<file path="src/rtl/fir_pkg.sv">
// Shared constants and helpers for the FIR datapath and the stages that reuse it.
package fir_pkg;

    localparam int unsigned TAPS_DEF      = 4;
    localparam int unsigned DATA_W_DEF    = 16;
    localparam int unsigned COEFF_W_DEF   = 16;
    localparam int unsigned OUT_SHIFT_DEF = 0;

    // Edges from sample acceptance (E0) to the result register (E3).
    localparam int unsigned FIR_LATENCY = 3;

    localparam logic signed [DATA_W_DEF-1:0] SAT_MAX = {1'b0, {(DATA_W_DEF - 1){1'b1}}};
    localparam logic signed [DATA_W_DEF-1:0] SAT_MIN = {1'b1, {(DATA_W_DEF - 1){1'b0}}};

    function automatic int unsigned acc_w(input int unsigned data_w,
                                          input int unsigned coeff_w,
                                          input int unsigned taps);
        return data_w + coeff_w + $clog2(taps);
    endfunction

endpackage

</file>
<file path="src/rtl/fir_sat_shift.sv">
// Combinational arithmetic right shift followed by saturation to the output word width.
module fir_sat_shift
    import fir_pkg::*;
#(
    parameter int unsigned ACC_W     = acc_w(DATA_W_DEF, COEFF_W_DEF, TAPS_DEF),
    parameter int unsigned DATA_W    = DATA_W_DEF,
    parameter int unsigned OUT_SHIFT = OUT_SHIFT_DEF
) (
    input  logic signed [ACC_W-1:0]  acc,
    output logic signed [DATA_W-1:0] sat_out
);

    // Output limits sign-extended to the accumulator width for a signed compare.
    localparam logic signed [ACC_W-1:0] ACC_MAX =
        {{(ACC_W - DATA_W + 1){1'b0}}, {(DATA_W - 1){1'b1}}};
    localparam logic signed [ACC_W-1:0] ACC_MIN =
        {{(ACC_W - DATA_W + 1){1'b1}}, {(DATA_W - 1){1'b0}}};
    localparam logic signed [DATA_W-1:0] OUT_MAX = {1'b0, {(DATA_W - 1){1'b1}}};
    localparam logic signed [DATA_W-1:0] OUT_MIN = {1'b1, {(DATA_W - 1){1'b0}}};

    logic signed [ACC_W-1:0] shifted;

    always_comb begin
        shifted = acc >>> OUT_SHIFT;
        if (shifted > ACC_MAX) begin
            sat_out = OUT_MAX;
        end else if (shifted < ACC_MIN) begin
            sat_out = OUT_MIN;
        end else begin
            sat_out = shifted[DATA_W-1:0];
        end
    end

endmodule

</file>
<file path="src/rtl/fir_pipe.sv">
// Pipelined direct-form FIR: delay line, per-tap products, adder, shift+saturate output.
module fir_pipe
    import fir_pkg::*;
#(
    parameter int unsigned TAPS      = TAPS_DEF,
    parameter int unsigned DATA_W    = DATA_W_DEF,
    parameter int unsigned COEFF_W   = COEFF_W_DEF,
    parameter int unsigned OUT_SHIFT = OUT_SHIFT_DEF
) (
    input  logic                      clk,
    input  logic                      rst,
    input  logic                      load,
    input  logic                      valid_in,
    input  logic [TAPS*COEFF_W-1:0]   coeff_in,
    input  logic [DATA_W-1:0]         signal_in,
    output logic                      valid_out,
    output logic [DATA_W-1:0]         signal_out
);

    localparam int unsigned PROD_W = DATA_W + COEFF_W;
    localparam int unsigned ACC_W  = acc_w(DATA_W, COEFF_W, TAPS);

    if (TAPS < 2 || TAPS > 8) begin : g_taps_check
        $error("fir_pipe: TAPS must be in 2..8");
    end

    logic signed [DATA_W-1:0]  x_q   [TAPS];
    logic signed [COEFF_W-1:0] h_q   [TAPS];
    logic signed [PROD_W-1:0]  p_q   [TAPS];
    logic signed [ACC_W-1:0]   acc_q, acc_d;
    logic signed [DATA_W-1:0]  out_q, sat_res;
    // Bit s set means stage E(s) captured a sample at the last edge.
    logic [FIR_LATENCY:0]      vld_q;

    always_comb begin
        acc_d = '0;
        for (int unsigned k = 0; k < TAPS; k++) begin
            acc_d = acc_d + ACC_W'(p_q[k]);
        end
    end

    fir_sat_shift #(
        .ACC_W     (ACC_W),
        .DATA_W    (DATA_W),
        .OUT_SHIFT (OUT_SHIFT)
    ) u_sat (
        .acc     (acc_q),
        .sat_out (sat_res)
    );

    always_ff @(posedge clk) begin
        if (rst) begin
            for (int unsigned k = 0; k < TAPS; k++) begin
                x_q[k] <= '0;
                h_q[k] <= '0;
                p_q[k] <= '0;
            end
            acc_q <= '0;
            out_q <= '0;
            vld_q <= '0;
        end else begin
            if (load) begin
                for (int unsigned k = 0; k < TAPS; k++) begin
                    h_q[k] <= coeff_in[k*COEFF_W +: COEFF_W];
                end
            end
            // Idle cycles leave the delay line untouched.
            if (valid_in) begin
                x_q[0] <= signal_in;
                for (int unsigned k = 1; k < TAPS; k++) begin
                    x_q[k] <= x_q[k-1];
                end
            end
            if (vld_q[0]) begin
                for (int unsigned k = 0; k < TAPS; k++) begin
                    p_q[k] <= PROD_W'(x_q[k]) * PROD_W'(h_q[k]);
                end
            end
            if (vld_q[1]) begin
                acc_q <= acc_d;
            end
            if (vld_q[2]) begin
                out_q <= sat_res;
            end
            vld_q <= {vld_q[FIR_LATENCY-1:0], valid_in};
        end
    end

    assign valid_out  = vld_q[FIR_LATENCY];
    assign signal_out = out_q;

endmodule

</file>
<file path="config.mk">
export PLATFORM = sky130hd
export DESIGN_NAME = fir_pipe
export DESIGN_NICKNAME = d
export VERILOG_FILES = /design/src/rtl/fir_pkg.sv /design/src/rtl/fir_sat_shift.sv /design/src/rtl/fir_pipe.sv
export SDC_FILE = /design/constraint.sdc
export NUM_CORES = 2
export LEC_CHECK = 0
export ABC_AREA = 1
export CAP_MARGIN = 10
export CORE_UTILIZATION = 46
export DETAILED_ROUTE_END_ITERATION = 6
export GPL_TIMING_DRIVEN = 1
export HOLD_SLACK_MARGIN = 0.12
export PLACE_DENSITY = 0.62
export SKIP_CTS_REPAIR_TIMING = 1
export SLEW_MARGIN = 20
export SYNTH_ARGS = -nofsm -noshare
export SYNTH_HDL_FRONTEND = slang
export SYNTH_HIERARCHICAL = 1
export SYNTH_SLANG_ARGS = --single-unit
</file>
<file path="constraint.sdc">
create_clock -name clk -period 5.55 [get_ports clk]
set_input_delay 1.11 -clock clk [delete_from_list [all_inputs] [get_ports clk]]
set_output_delay 1.11 -clock clk [all_outputs]
set_load 0.01 [all_outputs]
</file>
# == Word-level counts from Yosys, hierarchy flattened ==
# Memory sizes are Yosys's and may differ from the RTL's.
# Index checks and enable logic that the tools add are counted.
# word_totals
n_memories,3
output_inout_bits,17
regBits,54
ramBits,256
# classes
addsub,3
n_mul,4
n_lt_le_gt_ge,2
mux,25
bitwise_logic,12
# mem_list
memory,words,width,rd,rd_ports_with_merged_regs,wr,line_no,text
p_q,4,32,4,0,4,fir_pipe.sv:29,logic signed [PROD_W-1:0] p_q [TAPS];
h_q,4,16,4,0,4,fir_pipe.sv:28,logic signed [COEFF_W-1:0] h_q [TAPS];
x_q,4,16,4,0,4,fir_pipe.sv:27,logic signed [DATA_W-1:0] x_q [TAPS];
# ops
operator,n
16-bit two-way mux,10
16-bit by 16-bit multiplier with 32-bit output,4
32-bit two-way mux,4
33-bit by 32-bit adder with 34-bit output,1
34-bit by 32-bit adder with 34-bit output,1
"34-bit by 16-bit > comparator with 1-bit output, second input constant",1
"34-bit by 16-bit < comparator with 1-bit output, second input constant",1
32-bit by 32-bit adder with 33-bit output,1
1-bit OR,12
1-bit two-way mux,11

# == Depth between registers and ports, before layout ==
# logic_depth
ltp_word,4
mapped_depth,27
ltp_nobuf,25

# == By module ==
# Netlist, hierarchy kept.
# by_module_without_submodules
module,instances,cells_each,area_each_um2
fir_pipe,1,7200,57451.4
fir_sat_shift,1,80,352.8

# == Worst setup path after synthesis ==
# OpenSTA, ideal clock, no wires.
# synth_path
path_type,reg-to-reg
start,memory x_q[0][15] (netlist name)
end,"memory p_q[0][31] (netlist name), data pin"
path_slack_ns,-0.218
path_stages_with_launch,25
synth_period_minus_slack_ns,5.768
t_arrival_ns,5.515
cell_sequence,edfxtp_1 > clkbuf_1 > clkbuf_1 > nand2_1 > inv_1 > fa_1 > fa_1 > inv_1 > fa_1 > inv_1 > fa_1 > inv_1 > fa_1 > inv_1 > fa_1 > ha_1 > inv_1 > nor3_1 > nand2_1 > nor2_1 > nand2_1 > inv_1 > nor2_1 > nor2_1 > nor2_1
# synth_lines
item,line_no
"start, declared",fir_pipe.sv:27
"end, declared",fir_pipe.sv:29

==> impl_metrics.json <==
{
  "regArea_um2": 8770,
  "antenna_found_initial": 2,
  "reg2reg_slack_ns": -0.17,
  "netlist_instances": 7280,
  "synth-edff-count": 256,
  "cts.sinks": 310,
  "syn-cell-area_um2": 57800,
  "synth_seq_cells": 310,
  "rr_worst_depth": 23,
  "min_path_type": "flop to flop",
  "synth.avg_cell_area_um2": 7.94,
  "cp.required_ns": 6.05,
  "start_util": 0.466,
  "core_area_um2": 124000,
  "path_clk_slew_ns": 0.06,
  "violations": "DRC, setup timing",
  "worst_slew_pin_slew_ns": 1.17,
  "synth_top_area_share": 0.385,
  "hold_end": "acc_q[11]",
  "critPathCaptureType": "flop",
  "cp_max_fo": 6,
  "syn_nets": 8838,
  "finClkSkew_ns": 0.0252,
  "hold_depth": 2,
  "timing.rr.end": "p_q[1][31]",
  "drt-pass1-iter-count": 7,
  "io_buffer_count": 100,
  "fin_nets": 9354,
  "grt.overflow.total": 0,
  "num_antenna_cells": 0,
  "routedWlPerCell_um": 17.0,
  "maxSlewViolCount": 0,
  "grt_pass1_wl_um": 255000,
  "drc": 1,
  "row_count": 129,
  "ant_nets": 0,
  "rsz0062_at_grt": "yes",
  "layout_worst_path_cycle_share": 1.03,
  "die_x_um": 356,
  "dieHeight_um": 356,
  "dp_hpwl_um": 133000,
  "p_leak_uw": 0.0392,
  "numCtsBuffers": 44,
  "via_count": 46345,
  "fin_cells": 9468,
  "fillerInstances": 11095,
  "power_density_nw_per_um2": 550,
  "drt_iter0_drc": 2779,
  "status": "finished, violations left",
  "grt_pass1_vias": 47670,
  "synthTopCellsByCount": "inv_1 (2091), nand2_1 (1791), fa_1 (1113)",
  "slew_headroom": 0.220,
  "yosysMostFrequentCell": "inv_1",
  "synthArstFlopShare": 0,
  "setup_violations": 8,
  "min_period_ns": 5.72,
  "yosys.cell_types.count": 47,
  "grt_max_degree": 73,
  "gp_congestion": 0.941,
  "via_per_inst": 4.89,
  "synth_area_leader_cell": "fa_1",
  "fmax_ghz": 0.175,
  "cts_root_buf": "clkbuf_16",
  "final_core_util": 0.574,
  "hold_viol": 0,
  "grt_usage": 0.256,
  "critPathLaunchType": "flop",
  "worstPathArrival_ns": 6.22,
  "multi_input_area_um2": 43800,
  "cts_tree": "built",
  "holdCritStartpoint": "acc_q[11]",
  "io_pins": 101,
  "clock_latency_ns": 0.66,
  "yosys_warnings": 6,
  "ys_seq_area_frac": 0.152,
  "maxCapViolCount": 0,
  "critPathKind": "flop to flop",
  "placedCellCount": 9269,
  "cts_max_path_buffers": 3,
  "cts_max_level": 2,
  "synth-main-ff-cell": "edfxtp_1",
  "drive_gt1_frac": 0.201,
  "holdWs_ns": 0.490,
  "die_area_um2": 127000,
  "fin_setup_tns_ns": -0.537,
  "wl_um": 161000,
  "synthTopCellsByArea": "fa_1 (39%), inv_1 (14%), edfxtp_1 (13%), nand2_1 (12%), ha_1 (7.8%)",
  "worst_slack_ns": -0.173,
  "syn_to_final_growth_pct": 23.3,
  "rr_startpoint": "x_q[0][31]",
  "ir_drop_v": 0.000678
}
[state kept, by name, indices dropped and copies added (netlist names)]
signal,flops
signal_out,16
x_q,64
h_q,64
p_q,128
acc_q,34
vld_q,4
[power breakdown]
part           switching [uW]  internal, uW  total [uW]
Sequential                368          2930        3300
Clock                    1310          1650        2960
Combinational           18800         14100       33000
Total                   20500         18700       39200
[cells in the final DEF, fill, tap and decap left out, drive strengths merged]
| cell type | count |
|---|---|
| a21boi | 7 |
| a21o | 14 |
| a21oi | 193 |
| a31oi | 6 |
| and2 | 10 |
| and3 | 2 |
| buf | 656 |
| bufinv | 1 |
| clkbuf | 57 |
| clkdlybuf4s50 | 100 |
| clkinv | 14 |
| clkinvlp | 6 |
| dfxtp | 54 |
| edfxtp | 256 |
| fa | 1113 |
| ha | 361 |
| inv | 2108 |
| nand2 | 1819 |
| nand2b | 1 |
| nand3 | 136 |
| nand3b | 9 |
| nand4 | 34 |
| nor2 | 598 |
| nor3 | 35 |
| nor3b | 1 |
| nor4 | 1 |
| o211ai | 3 |
| o21a | 25 |
| o21ai | 125 |
| o21bai | 32 |
| or2 | 7 |
| xnor2 | 24 |
| xor2 | 23 |
[how the worst max path moves through the flow]
| stage | startpoint | to | depth (start not counted) |
|---|---|---|---|
| 5_1_grt | x_q[0][31] | p_q[1][31] | 23 |
| 4_1_cts | x_q[0][31] | p_q[1][27] | 20 |
| 6_report | x_q[0][31] | p_q[1][31] | 23 |
| 2_1_floorplan | h_q[0][6] | p_q[0][31] | 24 |
| 3_3_place_gp | x_q[0][31] | p_q[1][27] | 20 |
| 3_5_place_dp | x_q[0][31] | p_q[1][27] | 20 |
[worst max-delay path, stage by stage, from the launching register on]
cell      delay, ns
edfxtp_1       0.53
buf_6          0.19
nand2_4        0.07
inv_2          0.04
fa_2           0.62
fa_2           0.51
buf_8          0.18
fa_2           0.57
inv_2          0.05
fa_1           0.51
inv_2          0.04
fa_1           0.56
fa_2           0.48
ha_4           0.32
nand2_4        0.06
nor2_4         0.12
nand2_2        0.08
nor3_2         0.17
nand2_1        0.11
inv_2          0.06
nor2_2         0.04
nand2_1        0.05
nand2_1        0.06
nor2_2         0.16
[stage by stage]
stage	power [uW]	instance area [um^2]	setup slack, ns
5_1_grt	42600	71300	-0.316
2_1_floorplan	18200	57800	0.00108
3_3_place_gp	27100	64700	-0.230
3_5_place_dp	27400	64700	-0.279
4_1_cts	30600	66200	-0.305
6_report	39200	71300	-0.173
[cell type report]
type | instances | share of cell area
inverter | 2100 | 0.111
clock buffer | 52 | 0.0170
sequential | 310 | 0.123
multi-input combinational | 4579 | 0.614
clock inverter | 29 | 0.00383
timing repair buffer | 761 | 0.103
tap | 1637 | 0.0287
[cell families after synthesis]
kind of cell             after synthesis  synth area share
buffers and inverters               2391             0.156
AO/OA/AOI/OAI                        405            0.0394
AND/OR/NAND/NOR                     2653             0.182
XOR/XNOR                              47           0.00712
adder cells (fa/ha/maj)             1474             0.464
flip-flops                           310             0.152
[layer usage]
layer | part of all wire | vias up | wire length, um | GRT usage
met5 | 0.00013 | - | 21 | 0
met4 | 0.024 | 4 | 3900 | 0.0575
met3 | 0.052 | 192 | 8330 | 0.0257
met2 | 0.49 | 1123 | 78300 | 0.431
met1 | 0.44 | 23092 | 70500 | 0.358
li1 | - | 21934 | - | -
(Power assumes the default switching activity.)
